### src/rtl/alu_pkg.sv
// Shared encodings for the ALU operation sequencer: opcodes, FSM states, default width.
package alu_pkg;

  localparam int DEFAULT_WIDTH = 8;
  localparam int DEFAULT_CNT_W = 4;

  typedef enum logic [1:0] {
    OP_ADD = 2'b00,
    OP_SUB = 2'b01,
    OP_MUL = 2'b10,
    OP_RSV = 2'b11
  } alu_op_e;

  typedef enum logic [1:0] {
    ST_IDLE    = 2'b00,
    ST_EXEC    = 2'b01,
    ST_MUL_RUN = 2'b10,
    ST_RESP    = 2'b11
  } alu_state_e;

endpackage

### src/rtl/booth_r2_core.sv
// Iterative signed Booth radix-2 multiplier: load on start, WIDTH steps, one-cycle done pulse.
module booth_r2_core #(
  parameter int WIDTH = 8,
  parameter int CNT_W = 4
) (
  input  logic                 clk,
  input  logic                 rst_n,
  input  logic                 start,
  input  logic [WIDTH-1:0]     m,
  input  logic [WIDTH-1:0]     q,
  output logic                 done,
  output logic [2*WIDTH-1:0]   product
);

  // A carries one extra bit so that subtracting M = -2^(WIDTH-1) cannot overflow.
  logic [WIDTH:0]     acc_q;
  logic [WIDTH:0]     m_q;
  logic [WIDTH-1:0]   mq_q;
  logic               q_1;
  logic [CNT_W-1:0]   count;
  logic               running;

  logic [WIDTH:0]     acc_sum;
  logic [WIDTH:0]     acc_next;
  logic [WIDTH-1:0]   mq_next;

  always_comb begin
    acc_sum = acc_q;
    case ({mq_q[0], q_1})
      2'b01:   acc_sum = acc_q + m_q;
      2'b10:   acc_sum = acc_q - m_q;
      default: acc_sum = acc_q;
    endcase
    acc_next = {acc_sum[WIDTH], acc_sum[WIDTH:1]};
    mq_next  = {acc_sum[0], mq_q[WIDTH-1:1]};
  end

  always_ff @(posedge clk) begin
    if (!rst_n) begin
      acc_q   <= '0;
      m_q     <= '0;
      mq_q    <= '0;
      q_1     <= 1'b0;
      count   <= '0;
      running <= 1'b0;
      done    <= 1'b0;
      product <= '0;
    end else begin
      done <= 1'b0;
      if (start) begin
        acc_q   <= '0;
        m_q     <= {m[WIDTH-1], m};
        mq_q    <= q;
        q_1     <= 1'b0;
        count   <= '0;
        running <= 1'b1;
      end else if (running) begin
        acc_q <= acc_next;
        mq_q  <= mq_next;
        q_1   <= mq_q[0];
        count <= count + CNT_W'(1);
        if (count == CNT_W'(WIDTH - 1)) begin
          running <= 1'b0;
          done    <= 1'b1;
          product <= {acc_next[WIDTH-1:0], mq_next};
        end
      end
    end
  end

endmodule

### src/rtl/ripple_carry_adder_8bit.sv
// 8-bit ripple-carry adder: sum = a + b + cin, cout is the carry out of bit 7.
module ripple_carry_adder_8bit (
  input  logic [7:0] a,
  input  logic [7:0] b,
  input  logic       cin,
  output logic [7:0] sum,
  output logic       cout
);

  logic [8:0] c;

  assign c[0] = cin;

  for (genvar i = 0; i < 8; i++) begin : g_fa
    assign sum[i]   = a[i] ^ b[i] ^ c[i];
    assign c[i+1]   = (a[i] & b[i]) | (c[i] & (a[i] ^ b[i]));
  end

  assign cout = c[8];

endmodule

### src/rtl/subtracter_8bit.sv
// 8-bit subtracter: diff = a - b computed as a + ~b + 1; borrow_n = 1 means no borrow.
module subtracter_8bit (
  input  logic [7:0] a,
  input  logic [7:0] b,
  output logic [7:0] diff,
  output logic       borrow_n
);

  logic [7:0] b_inv;
  logic [8:0] c;

  assign b_inv = ~b;
  assign c[0]  = 1'b1;

  for (genvar i = 0; i < 8; i++) begin : g_fs
    assign diff[i] = a[i] ^ b_inv[i] ^ c[i];
    assign c[i+1]  = (a[i] & b_inv[i]) | (c[i] & (a[i] ^ b_inv[i]));
  end

  // Carry out of a + ~b + 1 is set exactly when a >= b (unsigned).
  assign borrow_n = c[8];

endmodule

### src/rtl/alu_op_sequencer.sv
// Single-issue ALU controller: one request in, sequenced to ADD/SUB/Booth MUL, one registered response out.
module alu_op_sequencer
  import alu_pkg::*;
#(
  parameter int WIDTH = DEFAULT_WIDTH,
  parameter int CNT_W = DEFAULT_CNT_W
) (
  input  logic                 clk,
  input  logic                 rst_n,
  input  logic                 req_valid,
  output logic                 req_ready,
  input  logic [1:0]           req_op,
  input  logic [WIDTH-1:0]     req_a,
  input  logic [WIDTH-1:0]     req_b,
  input  logic                 req_cin,
  output logic                 rsp_valid,
  input  logic                 rsp_ready,
  output logic [2*WIDTH-1:0]   rsp_result,
  output logic                 rsp_carry,
  output logic                 rsp_zero,
  output logic                 rsp_err,
  output logic                 busy,
  output alu_state_e           dbg_state
);

  // Handshakes: a transfer happens on a rising edge where valid && ready are both 1.
  // Valid never drops and payload never changes until that transfer; ready may be
  // any value. Only one operation is in flight, so req_ready is low outside IDLE.

  alu_state_e         state;
  alu_op_e            op_q;
  logic [WIDTH-1:0]   a_q;
  logic [WIDTH-1:0]   b_q;
  logic               cin_q;

  logic [7:0]         add_sum;
  logic               add_cout;
  logic [7:0]         sub_diff;
  logic               sub_borrow_n;

  logic               mul_start;
  logic               mul_done;
  logic [2*WIDTH-1:0] mul_product;

  assign req_ready = (state == ST_IDLE) && rst_n;
  assign busy      = (state != ST_IDLE);
  assign dbg_state = state;
  assign mul_start = req_valid && req_ready && (req_op == OP_MUL);

  // Only WIDTH = 8 is meaningful while these fixed-width instances are used.
  ripple_carry_adder_8bit u_adder (
    .a    (a_q),
    .b    (b_q),
    .cin  (cin_q),
    .sum  (add_sum),
    .cout (add_cout)
  );

  subtracter_8bit u_subtracter (
    .a        (a_q),
    .b        (b_q),
    .diff     (sub_diff),
    .borrow_n (sub_borrow_n)
  );

  booth_r2_core #(
    .WIDTH (WIDTH),
    .CNT_W (CNT_W)
  ) u_booth (
    .clk     (clk),
    .rst_n   (rst_n),
    .start   (mul_start),
    .m       (req_a),
    .q       (req_b),
    .done    (mul_done),
    .product (mul_product)
  );

  always_ff @(posedge clk) begin
    if (!rst_n) begin
      state      <= ST_IDLE;
      op_q       <= OP_ADD;
      a_q        <= '0;
      b_q        <= '0;
      cin_q      <= 1'b0;
      rsp_valid  <= 1'b0;
      rsp_result <= '0;
      rsp_carry  <= 1'b0;
      rsp_zero   <= 1'b0;
      rsp_err    <= 1'b0;
    end else begin
      case (state)
        ST_IDLE: begin
          if (req_valid) begin
            op_q  <= alu_op_e'(req_op);
            a_q   <= req_a;
            b_q   <= req_b;
            cin_q <= req_cin;
            state <= (req_op == OP_MUL) ? ST_MUL_RUN : ST_EXEC;
          end
        end
        ST_EXEC: begin
          case (op_q)
            OP_ADD: begin
              rsp_result <= {{WIDTH{1'b0}}, add_sum};
              rsp_carry  <= add_cout;
              rsp_zero   <= (add_sum == '0);
              rsp_err    <= 1'b0;
            end
            OP_SUB: begin
              rsp_result <= {{WIDTH{1'b0}}, sub_diff};
              rsp_carry  <= sub_borrow_n;
              rsp_zero   <= (sub_diff == '0);
              rsp_err    <= 1'b0;
            end
            default: begin
              rsp_result <= '0;
              rsp_carry  <= 1'b0;
              rsp_zero   <= 1'b1;
              rsp_err    <= 1'b1;
            end
          endcase
          state <= ST_RESP;
        end
        ST_MUL_RUN: begin
          if (mul_done) begin
            rsp_result <= mul_product;
            rsp_carry  <= 1'b0;
            rsp_zero   <= (mul_product == '0);
            rsp_err    <= 1'b0;
            state      <= ST_RESP;
          end
        end
        ST_RESP: begin
          // Flags were captured on entry; valid is raised one edge later and held.
          if (!rsp_valid) begin
            rsp_valid <= 1'b1;
          end else if (rsp_ready) begin
            rsp_valid <= 1'b0;
            state     <= ST_IDLE;
          end
        end
        default: state <= ST_IDLE;
      endcase
    end
  end

endmodule
### config.mk
export PLATFORM = sky130hd
export DESIGN_NAME = alu_op_sequencer
export DESIGN_NICKNAME = d
export VERILOG_FILES = /design/src/rtl/alu_pkg.sv /design/src/rtl/booth_r2_core.sv /design/src/rtl/ripple_carry_adder_8bit.sv /design/src/rtl/subtracter_8bit.sv /design/src/rtl/alu_op_sequencer.sv
export SDC_FILE = /design/constraint.sdc
export NUM_CORES = 1
export LEC_CHECK = 0
export ABC_AREA = 1
export BUFFER_PORTS_ARGS = -buffer_cell sky130_fd_sc_hd__clkbuf_2
export CAP_MARGIN = 20
export CELL_PAD_IN_SITES_DETAIL_PLACEMENT = 1
export CELL_PAD_IN_SITES_GLOBAL_PLACEMENT = 1
export CORE_MARGIN = 3
export CORE_UTILIZATION = 43
export DETAILED_ROUTE_END_ITERATION = 10
export PLACE_DENSITY = 0.77
export SLEW_MARGIN = 20
export SYNTH_ARGS = -nofsm -noshare
export SYNTH_HDL_FRONTEND = slang
export SYNTH_HIERARCHICAL = 1
export SYNTH_SLANG_ARGS = --single-unit
### constraint.sdc
create_clock -name clk -period 4.44 [get_ports clk]
set_input_delay 0.222 -clock clk [delete_from_list [all_inputs] [get_ports clk]]
set_output_delay 0.222 -clock clk [all_outputs]
set_load 0.1 [all_outputs]
==> impl_metrics.csv <==
group,metric,value,unit
synthesis,synthFlopType,"dfxtp_1",
die,start_util,45.3,%
synthesis,synth_area_leader_cell,"dfxtp_1",
worst_setup_path,cp_num_buf_inv,4,
place,pre_cts_slack,0.396,ns
synthesis,avgSynthCellArea,7.25,um^2
die,pin_count,47,
worst_setup_path,path_max_fanout,3,
worst_setup_path,r2r-end,"rsp_zero",
place,port_buffers,46,
synthesis,ys_warn_count,6,
die,coreArea,10600,um^2
clock_network,insertion_delay,0.37,ns
clock_network,cts.clk_slew.worst_paths,0.09,ns
power,power_density,568,nW/um^2
sta,maxSlewHeadroom,61.6,%
route,drt-met1-wl,6130,um
die,fp.dieW,112,um
route,drc,0,
layout,syn_to_final_growth,10.2,%
worst_hold_path,min_from,"req_a[3]",
synthesis,async_flop_share,0,%
worst_setup_path,cp_slowest_cell,"fa_1",
route,ant_nets,0,
layout,nets,754,
global_route,gr-usage-all-layers,21.0,%
route,top_layer,"met4",
clock_network,numCtsBuffers,9,
sta,skew,0.00947,ns
worst_setup_path,r2r_setup_slack,0.41,ns
outcome,status,"finished clean",
sta,setup_viol,0,
worst_setup_path,slowest_delay,0.42,ns
die,rows,37,
sta,hold_viol,0,
worst_hold_path,holdPathEnd,"u_booth/m_q[3]",
power,irDropWorstVdd,0.440,mV
worst_setup_path,crit_arrival,4.30,ns
worst_setup_path,rr_startpoint,"a_q[0]",
route,dr_wl_met3,465,um
worst_setup_path,critical_path_class,"reg -> reg",
worst_setup_path,cp-start-kind,"flip-flop",
route,wl,12700,um
die,dieArea,12500,um^2
place,gp_congestion,0.810,
layout,drive_gt1_share,12.4,%
synthesis,synth_cell_types,44,
route,vias,4291,
sta,period_minus_slack,4.03,ns
worst_setup_path,cp_cell_sequence,"fa_1 > inv_1 > fa_1 > inv_1 > fa_1 > fa_1 > fa_1 > fa_1 > fa_1 > inv_1 > fa_1 > inv_1 > nor2_1 > nand2_1 > o21ai_0 > nand3_1 > a21oi_2",
synthesis,syn_area,4800,um^2
worst_setup_path,critical_path.top_delay_family,"adder cells",
clock_network,ctsResizeCount,0,
global_route,grt_max_degree,55,
route,vias_per_cell,5.11,
synthesis,synthTopCellsByArea,"dfxtp_1 37%, nand2_1 8.3%, inv_1 8.1%",
sta,rsz0062_at_grt,"false",
synthesis,synthCells,662,
clock_network,tritoncts,"done",
worst_setup_path,worst_ep_required_time,4.71,ns
global_route,grt_pass1_vias,4421,
place,hpwl,9880,um
route,drt-initial-drc-count,202,
worst_hold_path,min_path_type,"in -> reg",
sta,max_freq,248,MHz
clock_network,cts_setup_buffers,0,
global_route,antenna_found_initial,0,
worst_setup_path,end_kind,"flip-flop",
clock_network,cts_max_level,3,
synthesis,syn-num-nets,718,
sta,worst_slew_pin_slew,0.575,ns
route,route.met2.wl,6020,um
route,detail_route.first_pass.iterations,4,
synthesis,synth-seq-area-share,36.7,%
global_route,grt_pass1_wl,21300,um
clock_network,cts.sinks,88,
run,maxCapViolations,0,
global_route,grt_overflow,0,
clock_network,hold_buffers,0,
synthesis,synth_top_area_share,36.7,%
synthesis,synth-edff-count,0,
power,leakagePower,0.00249,uW
worst_hold_path,min_path_cells,3,
sta,fin_tns_setup,0,ns
route,routedWlPerCell,15.2,um
worst_setup_path,rr_worst_depth,17,
worst_setup_path,cp_common_cell,"fa_1",
die,fp.dieH,112,um
layout,antenna_cells,0,
clock_network,root_buffer,"clkbuf_8",
clock_network,ctsLongestPathBuffers,2,
sta,drv_slew,0,
worst_setup_path,worst-path-stages,17,
synthesis,ys_ff_latch,88,
sta,setup_ws,0.407,ns
sta,finalCritPeriodShare,90.8,%
==> worst max-delay path by stage <==
stage | startpoint | endpoint
floorplan | a_q[0] | rsp_zero
global placement | a_q[0] | rsp_zero
detailed placement | a_q[0] | rsp_zero
CTS | a_q[0] | rsp_zero
global route | a_q[0] | rsp_zero
finish | a_q[0] | rsp_zero
==> sequential cells by signal, indices dropped and copies added, names as in the netlist <==
name and count:
rsp_result 16, u_booth/product 16, a_q 8, b_q 8
u_booth/acc_q 8, u_booth/m_q 8, u_booth/mq_q 8, u_booth/count 4
dbg_state 2, op_q 2, cin_q 1, rsp_carry 1
rsp_err 1, rsp_valid 1, rsp_zero 1, u_booth/done 1
u_booth/q_1 1, u_booth/running 1
==> cells by family after synthesis <==
kind of cell,count (synthesis),share of synthesized area [%]
adder cells (fa/ha/maj),33,11.1
XOR/XNOR,5,0.912
AO/OA/AOI/OAI,142,16.4
AND/OR/NAND/NOR,260,23.3
flip-flops,88,36.7
buffers and inverters,134,11.6
==> synth_stat cells, drive strengths merged, types with 6 or more instances <==
master  count
ha         17
dfxtp      88
o21ai      74
nor3        6
inv       108
nand2     109
nor2      101
a21oi      49
clkbuf     16
fa         16
buf         8
nand3      37
==> area by class of cell <==
class,count,area [um^2]
fill,1401,5310
multi-input combinational,440,2480
sequential,88,1760
inverter,110,415
timing repair buffer,49,253
tap,136,170
clock buffer,9,124
clock inverter,7,86.3
==> worst register-to-register path, cell delays in order, from the launching register on <==
cell and delay, ns:
dfxtp_1 0.35, fa_1 0.42, inv_1 0.08, fa_1 0.16, inv_1 0.05, fa_1 0.37
fa_1 0.40, fa_1 0.40, fa_1 0.41, fa_1 0.38, inv_1 0.09, fa_1 0.41
inv_1 0.08, nor2_1 0.05, nand2_1 0.05, o21ai_0 0.07, nand3_1 0.12, a21oi_2 0.06
==> metal layers <==
metal / up-vias / GRT usage [%]
met4: 0 / 4.54
met3: 9 / 4.57
li1: 2173 / -
met5: - / 0
met1: 2046 / 27.8
met2: 63 / 35.4
==> through the flow <==
stage               cell area (um^2)  util, %  total power (uW)  instances  hold slack, ns
floorplan                       4800        -              2130        662           0.357
global placement                5080     47.9              2370        823           0.454
detailed placement              5080     47.9              2430        823           0.455
CTS                             5290     49.9              3030        839          0.0862
global route                    5290     49.9              3240        839          0.0937
finish                          5290     49.9              3000        839          0.0943
==> report_power, final <==
| group | total [uW] | internal [uW] | leakage (uW) | switching [uW] |
|---|---|---|---|---|
| clock | 600 | 273 | 0.000104 | 328 |
| sequential | 991 | 892 | 0.000716 | 98.5 |
| combinational | 1410 | 393 | 0.00167 | 1020 |
==> layout by cell type, fill, tap and decap left out, types with 3 or more instances in the layout <==
cell	instances
dfxtp_1	88
nand4_1	3
a22oi_1	5
nand2_1	106
fa_1	16
o21ai_0	66
xor2_1	3
inv_2	4
nor2_4	3
inv_1	103
nor3_1	5
ha_1	17
buf_4	3
nand3_1	36
clkbuf_2	46
o221ai_1	3
nor2_1	96
a21oi_2	4
o21ai_1	8
clkbuf_8	9
a21oi_1	45
Note: power is estimated with default switching activity, not from simulation.
